**src/rtl/sram_slot_arbiter.sv**
```systemverilog
`default_nettype none
// sram_slot_arbiter: shares one asynchronous SRAM between pixel writes, frame clear and display reads
// using fixed 4-cycle slots (phases 0-1 write, 2-3 read).  Rev 1.0
module sram_slot_arbiter #(
  parameter int ADDR_W     = 18,
  parameter int DATA_W     = 24,
  parameter int FIFO_DEPTH = 4,
  parameter int CLR_WORDS  = 130560
) (
  input  logic              clk,
  input  logic              rst_n,
  input  logic              wr_valid,
  output logic              wr_ready,
  input  logic [ADDR_W-1:0] wr_addr,
  input  logic [DATA_W-1:0] wr_data,
  input  logic              clr_req,
  output logic              clr_busy,
  output logic              clr_done,
  input  logic              rd_en,
  input  logic [ADDR_W-1:0] rd_addr,
  output logic [DATA_W-1:0] rd_data,
  output logic              rd_valid,
  output logic [1:0]        slot_phase,
  output logic [ADDR_W-1:0] sram_addr,
  output logic [DATA_W-1:0] sram_wdata,
  output logic              sram_data_oe,
  input  logic [DATA_W-1:0] sram_dq_in,
  output logic              sram_we_n,
  output logic              sram_oe_n
);

  localparam int                PTR_W    = $clog2(FIFO_DEPTH);
  localparam logic [PTR_W:0]    FULL_CNT = (PTR_W+1)'(FIFO_DEPTH);
  localparam logic [ADDR_W-1:0] CLR_LAST = ADDR_W'(CLR_WORDS - 1);

  logic [ADDR_W+DATA_W-1:0] r_mem [FIFO_DEPTH];
  logic [PTR_W-1:0]         r_wr_ptr, r_rd_ptr;
  logic [PTR_W:0]           r_count;
  logic                     r_live;
  logic                     r_clr_last;
  logic [ADDR_W-1:0]        r_clr_cnt;

  logic              w_full, w_empty, w_push, w_pop;
  logic              w_clr_start, w_slot_edge, w_clr_grant, w_fifo_grant;
  logic [ADDR_W-1:0] w_clr_addr;

  // A clear request seen on the slot edge already owns that slot, so the FIFO can never win against it.
  always_comb begin
    w_full       = (r_count == FULL_CNT);
    w_empty      = (r_count == '0);
    w_clr_start  = clr_req & ~clr_busy;
    w_slot_edge  = (slot_phase == 2'd3);
    w_clr_addr   = w_clr_start ? '0 : r_clr_cnt;
    w_clr_grant  = w_slot_edge & ((clr_busy & ~r_clr_last) | w_clr_start);
    w_fifo_grant = w_slot_edge & ~clr_busy & ~w_clr_start & ~w_empty;
    w_push       = wr_valid & wr_ready & ~w_clr_start;
    w_pop        = w_fifo_grant;
  end

  assign wr_ready = r_live & ~w_full & ~clr_busy;

  always_ff @(posedge clk) begin
    if (w_push) r_mem[r_wr_ptr] <= {wr_addr, wr_data};
  end

  always_ff @(posedge clk or negedge rst_n) begin
    if (!rst_n) begin
      r_wr_ptr <= '0;
      r_rd_ptr <= '0;
      r_count  <= '0;
    end else if (w_clr_start) begin
      r_wr_ptr <= '0;
      r_rd_ptr <= '0;
      r_count  <= '0;
    end else begin
      if (w_push) r_wr_ptr <= r_wr_ptr + PTR_W'(1);
      if (w_pop)  r_rd_ptr <= r_rd_ptr + PTR_W'(1);
      r_count <= r_count + (PTR_W+1)'(w_push) - (PTR_W+1)'(w_pop);
    end
  end

  // The counter parks on the last address; r_clr_last marks the final clear slot in flight.
  always_ff @(posedge clk or negedge rst_n) begin
    if (!rst_n) begin
      clr_busy   <= 1'b0;
      clr_done   <= 1'b0;
      r_clr_cnt  <= '0;
      r_clr_last <= 1'b0;
    end else begin
      clr_done <= 1'b0;
      if (w_clr_start) begin
        clr_busy   <= 1'b1;
        r_clr_cnt  <= '0;
        r_clr_last <= 1'b0;
      end
      if (w_clr_grant) begin
        if (w_clr_addr == CLR_LAST) r_clr_last <= 1'b1;
        else                        r_clr_cnt  <= w_clr_addr + ADDR_W'(1);
      end
      if (w_slot_edge & clr_busy & r_clr_last) begin
        clr_busy   <= 1'b0;
        clr_done   <= 1'b1;
        r_clr_last <= 1'b0;
      end
    end
  end

  always_ff @(posedge clk or negedge rst_n) begin
    if (!rst_n) begin
      r_live       <= 1'b0;
      slot_phase   <= 2'd0;
      sram_addr    <= '0;
      sram_wdata   <= '0;
      sram_data_oe <= 1'b0;
      sram_we_n    <= 1'b1;
      sram_oe_n    <= 1'b1;
      rd_data      <= '0;
      rd_valid     <= 1'b0;
    end else begin
      r_live     <= 1'b1;
      slot_phase <= slot_phase + 2'd1;
      rd_valid   <= 1'b0;
      case (slot_phase)
        2'd3: begin
          if (!sram_oe_n) begin
            rd_data  <= sram_dq_in;
            rd_valid <= 1'b1;
          end
          sram_oe_n <= 1'b1;
          if (w_clr_grant) begin
            sram_addr    <= w_clr_addr;
            sram_wdata   <= '0;
            sram_data_oe <= 1'b1;
            sram_we_n    <= 1'b0;
          end else if (w_fifo_grant) begin
            {sram_addr, sram_wdata} <= r_mem[r_rd_ptr];
            sram_data_oe <= 1'b1;
            sram_we_n    <= 1'b0;
          end else begin
            sram_data_oe <= 1'b0;
            sram_we_n    <= 1'b1;
          end
        end
        // WE rises here while data stays driven for one more cycle of hold.
        2'd0: sram_we_n <= 1'b1;
        2'd1: begin
          sram_data_oe <= 1'b0;
          if (rd_en) begin
            sram_addr <= rd_addr;
            sram_oe_n <= 1'b0;
          end
        end
        default: ;
      endcase
    end
  end

endmodule
`default_nettype wire

```
**config.mk**
```make
export PLATFORM = sky130hd
export DESIGN_NAME = sram_slot_arbiter
export DESIGN_NICKNAME = d
export VERILOG_FILES = /design/src/rtl/sram_slot_arbiter.sv
export SDC_FILE = /design/constraint.sdc
export NUM_CORES = 1
export LEC_CHECK = 0
export CAP_MARGIN = 10
export CELL_PAD_IN_SITES_DETAIL_PLACEMENT = 1
export CELL_PAD_IN_SITES_GLOBAL_PLACEMENT = 2
export CORE_MARGIN = 10
export CORE_UTILIZATION = 39
export CTS_CLUSTER_DIAMETER = 200
export DETAILED_ROUTE_END_ITERATION = 8
export GPL_ROUTABILITY_DRIVEN = 0
export MAX_ROUTING_LAYER = met4
export PLACE_DENSITY = 0.84
export SYNTH_ARGS = -nofsm -noshare
export SYNTH_HDL_FRONTEND = slang
export SYNTH_SLANG_ARGS = --single-unit
```
**constraint.sdc**
```tcl
create_clock -name clk -period 3.5 [get_ports clk]
set_input_delay 0.7 -clock clk [delete_from_list [all_inputs] [get_ports clk]]
set_output_delay 0.7 -clock clk [all_outputs]
set_load 0.02 [all_outputs]
```
## After elaboration in Yosys (flattened, before gate mapping)

Memories as Yosys holds them, arrays and structs flattened.
Cells that the tools add are included.

- Flip-flop bits (word level): 101
- RAM bits: 168
- Output and inout bits: 75
- Word-level logic and storage cells: 93
- Memories: 1

Memories:

| memory | words | width | read ports | clocked after memory_dff | wr ports | RTL line | RTL |
|---|---|---|---|---|---|---|---|
| r_mem | 4 | 42 | 1 | 0 | 1 | 36 | `logic [ADDR_W+DATA_W-1:0] r_mem [FIFO_DEPTH];` |

- Add/subtract/negate cells: 6
- Equality and inequality tests: 6
- Mux-type cells: 33
- Bitwise operators: 19
- Reductions and logical operators: 12

Operator list:

| operator | count |
|---|---|
| two-way mux 18 bit | 6 |
| two-way mux 24 bit | 2 |
| one-hot mux 18 bit (2 select lines) | 1 |
| adder 18 x 1 -> 18 bit (second input constant) | 1 |
| == test 18 x 17 -> 1 bit (second input constant) | 1 |
| two-way mux 1 bit | 16 |
| AND 1 bit | 12 |
| nonzero test 2 bit | 6 |
| two-way mux 2 bit | 4 |
| adder 2 x 1 -> 2 bit (second input constant) | 3 |
| NOT 1 bit | 6 |
| one-hot mux 1 bit (2 select lines) | 3 |
| AND reduction 2 bit | 3 |
| adder 3 x 1 -> 3 bit | 1 |
| == test 3 bit (second input constant) | 1 |
| zero test 3 bit | 1 |
| two-way mux 3 bit | 1 |
| != test 3 x 2 -> 1 bit (second input constant) | 1 |
| AND reduction 3 bit | 1 |
| subtractor 3 x 1 -> 3 bit | 1 |
| == test 2 x 1 -> 1 bit (second input constant) | 1 |
| == test 2 bit (second input constant) | 1 |
| zero test 2 bit | 1 |
| != test 2 bit (second input constant) | 1 |
| OR 1 bit | 1 |

## Depth between registers and ports, before layout

- Word-level depth: 9
- Mapped depth: 14
- Depth with buffers taken out: 13

## Least setup slack after synthesis

OpenSTA, ideal clock, no wires.

- Path kind: register -> register
- Start point: register clr_busy
- End point: memory r_mem[0][0] (netlist name), enable pin
- Library setup time: 0.404 ns
- Data arrival time: 2.533 ns
- Data required time: 3.096 ns
- Path slack: 0.564 ns
- Cell stages (with the launch flop): 6
- Path buffers: 0
- Period minus slack after synthesis: 2.936 ns
- Path through: dfrtp_1 > nand2b_1 > a21oi_1 > nand2_1 > nor2_1 > and2_1

- Word-level cells in the longest chain between the ends: 6

Ends and longest elaborated chain:

| element | RTL line | RTL |
|---|---|---|
| from (decl) | 17 | `output logic clr_busy,` |
| from (signal assigned) | 85 | `clr_busy <= 1'b0;` |
| from (signal assigned) | 92 | `clr_busy <= 1'b1;` |
| from (signal assigned) | 101 | `clr_busy <= 1'b0;` |
| NOT 1 bit | 60 | `assign wr_ready = r_live & ~w_full & ~clr_busy;` |
| AND 1 bit | 60 |  |
| named net wr_ready | 13 | `output logic wr_ready,` |
| AND 1 bit (2 in a row) | 56 | `w_push = wr_valid & wr_ready & ~w_clr_start;` |
| two-way mux 1 bit | 63 | `if (w_push) r_mem[r_wr_ptr] <= {wr_addr, wr_data};` |
| two-way mux 1 bit (implied by the code) | 63 |  |
| to (decl) | 36 |  |

The timed path passes the listed nets, and every way through them passes these cells.

## Worst setup path in the final report

- Start point: register clr_busy
- End point: output port wr_ready

- Word-level cells in the longest chain between the ends: 2

Ends and longest elaborated chain:

| element | RTL line |
|---|---|
| NOT 1 bit | 60 |
| AND 1 bit | 60 |
| to (decl) | 13 |

Every way passes these cells.

==> flow_summary.toml <==
[routing]
drt.antenna.violating_nets = 0
drcViolationCount = 0
route.detailed.vias_per_inst = 5.10
routed_wl_microns = 27700
first_pass_iters = 4
drt_iter0_drc = 453
vias = 6495
routedWlPerCell_microns = 21.8

[grt]
grt_use_met1_pct = 20.9
overflow = 0
grt.met3_usage_pct = 3.19
use_met2_pct = 25.8
first_global_vias = 7170
grt_use_total_pct = 16.1
gr-max-usage-layer = "met2"
antenna_found_initial = 0
grt_max_degree = 73
grt_pass1_wl_microns = 43300

[critical_path]
worst-setup-path-type = "reg2out"
end_kind = "primary output"
cp_data_arrival_time_ns = 2.13
cp.required_ns = 2.80
cp_max_fo = 10
critPathLaunchType = "flip-flop"

[timing]
maxSlewViolCount = 0
relSlewSlack_pct = 40.9
setup_violations = 0
finalHoldViolCount = 0
fmax_ghz = 0.353
period_minus_slack_ns = 2.83
fin_setup_tns_ns = 0
clock_skew_ns = 0.0105
period_share_pct = 80.8
worst_pin_slew_ns = 0.887
rsz0062_at_grt = "false"
fin_hold_ws_ns = 0.123

[yosys]
yosysWarnings = 0
ys_types = 52
avgSynthCellArea_sq_um = 15.6
seq_area_frac_synth_pct = 69.7
synthCells = 695
synth_area_sq_um = 10900
ys_seq_elements = 269
syn_nets = 795

[place]
placed_cells = 1218
post-dp-hpwl_microns = 18400
io_buffers = 163
placed_area_sq_um = 13000

[finish]
drive_gt1_share_pct = 18.2
final_cell_mix = "168 x edfxtp_1, 162 x clkdlybuf4s50_1, 97 x dfrtp_1"
area_delta_synth_final_pct = 29.7
final_common_cell = "edfxtp_1"
final_area_sq_um = 14100
fin_nets = 971
fin_cells = 1273

[clock_tree]
cts_resized = 0
clock_path_buffers = 3
cts_buffers = 29
root_buffer = "clkbuf_16"
clkTransAtPathRegs_ns = 0.07
postCtsSetupRepairBufs = 0
clkLatencyLatePin_ns = 0.54
ctsHoldBuffers = 0
cts_num_sinks = 269
cts_htree_levels = 1
cts_tree = "yes"

[die]
io_pins = 164
initial_utilization_pct = 39.3
die_x_microns = 187
rows = 61
coreArea_sq_um = 27600
die_area_sq_um = 34900
die_h_microns = 187

[power]
p_leak_nw = 5.10
ir_drop_v = 0.000397
p_per_area_nw_per_um2 = 527
p_total_mw = 7.43

[worst_hold_path]
hp-class = "in2async"

[job]
maxCapViolations = 0

[outcome]
outcome = "completed"
[registers in the layout, summed over array words and instances, names as in the netlist]
register	flops
rd_data	24
sram_addr	18
sram_we_n	1
clr_done	1
sram_oe_n	1
clr_busy	1
r_count	3
sram_data_oe	1
r_mem	168
r_live	1
r_clr_last	1
r_rd_ptr	2
sram_wdata	24
r_wr_ptr	2
slot_phase	2
rd_valid	1
r_clr_cnt	18
[synth_stat cells, drive strengths merged]
master / n / area share [%]
a21o: 4 / 0.28
dfstp: 2 / 0.48
a211oi: 14 / 0.97
or3: 1 / 0.058
nand2: 93 / 3.2
and4: 2 / 0.16
fa: 1 / 0.18
clkbuf: 15 / 0.52
a31oi: 4 / 0.23
nand4: 8 / 0.46
edfxtp: 168 / 46
o31ai: 10 / 0.69
o311a: 1 / 0.092
nor3b: 1 / 0.12
mux4: 42 / 8.7
inv: 12 / 0.41
nor2: 36 / 1.3
nand4b: 1 / 0.081
o311ai: 1 / 0.24
a2111oi: 1 / 0.14
buf: 25 / 1.4
a22o: 5 / 0.40
a211o: 2 / 0.16
dfrtp: 99 / 23
nand2b: 5 / 0.29
nor3: 4 / 0.18
and3: 3 / 0.17
o21ai: 6 / 0.28
nor4b: 3 / 0.52
or3b: 1 / 0.081
a22oi: 1 / 0.069
conb: 1 / 0.035
a21oi: 41 / 1.9
mux2i: 3 / 0.28
xor2: 7 / 0.56
mux2: 25 / 2.6
xnor2: 10 / 0.81
ha: 10 / 1.2
nor2b: 11 / 0.66
nand3: 3 / 0.14
o22ai: 2 / 0.12
and2: 11 / 0.66
[report_power, final]
group          total (mW)  switching, mW  internal, mW
Sequential           3.55         0.0798          3.47
Clock                3.38           1.31          2.08
Combinational       0.498          0.231         0.267
[stage by stage]
step           util [%]  worst slack (ns)
6_report           51.0             0.671
5_1_grt            51.0             0.512
4_1_cts            51.0             0.647
3_5_place_dp       47.1             0.221
3_3_place_gp       47.1             0.312
2_1_floorplan         -             0.564
[final timing paths]
kind | start | endpoint | slack, ns | depth (start not counted)
max in group asynchronous | rst_n | sram_oe_n | 2.57 | 2
worst min register to register | sram_addr[5] | sram_addr[5] | 0.47 | 2
worst max-delay path | clr_busy | wr_ready | 0.67 | 3
worst max register to register | clr_busy | r_count[2] | 0.75 | 13
worst min-delay path | rst_n | sram_wdata[12] | 0.12 | 1
min in group clk | sram_addr[5] | sram_addr[5] | 0.47 | 2
[layer usage]
metal,part of all wire (%),vias up
li1,-,2929
met1,45,3366
met2,48,165
met3,5.1,35
met4,1.4,0
met5,0,-
[cell type report]
class | count | area (sq um)
flip-flops and latches | 269 | 7580
clock inverters | 23 | 327
well taps | 378 | 473
repair buffers | 185 | 1870
multi-input cells | 374 | 3060
diodes | 1 | 2.50
inverters | 12 | 45.0
fillers | 2723 | 13500
clock buffers | 31 | 743
[cell families after synthesis]
kind of cell	after synthesis	share of synthesized area (%)
multiplexers	70	11.6
XOR/XNOR	17	1.37
other	1	0.0345
AO/OA/AOI/OAI	92	5.55
adder cells (fa/ha/maj)	11	1.34
flip-flops	269	69.7
AND/OR/NAND/NOR	183	8.07
buffers and inverters	52	2.35
[critical path, stage by stage (launching register included)]
cell and delay [ns]:
dfrtp_1 0.50, nand2b_1 0.20, a21oi_1 0.21, clkdlybuf4s50_1 0.68
(Power assumes the default switching activity.)
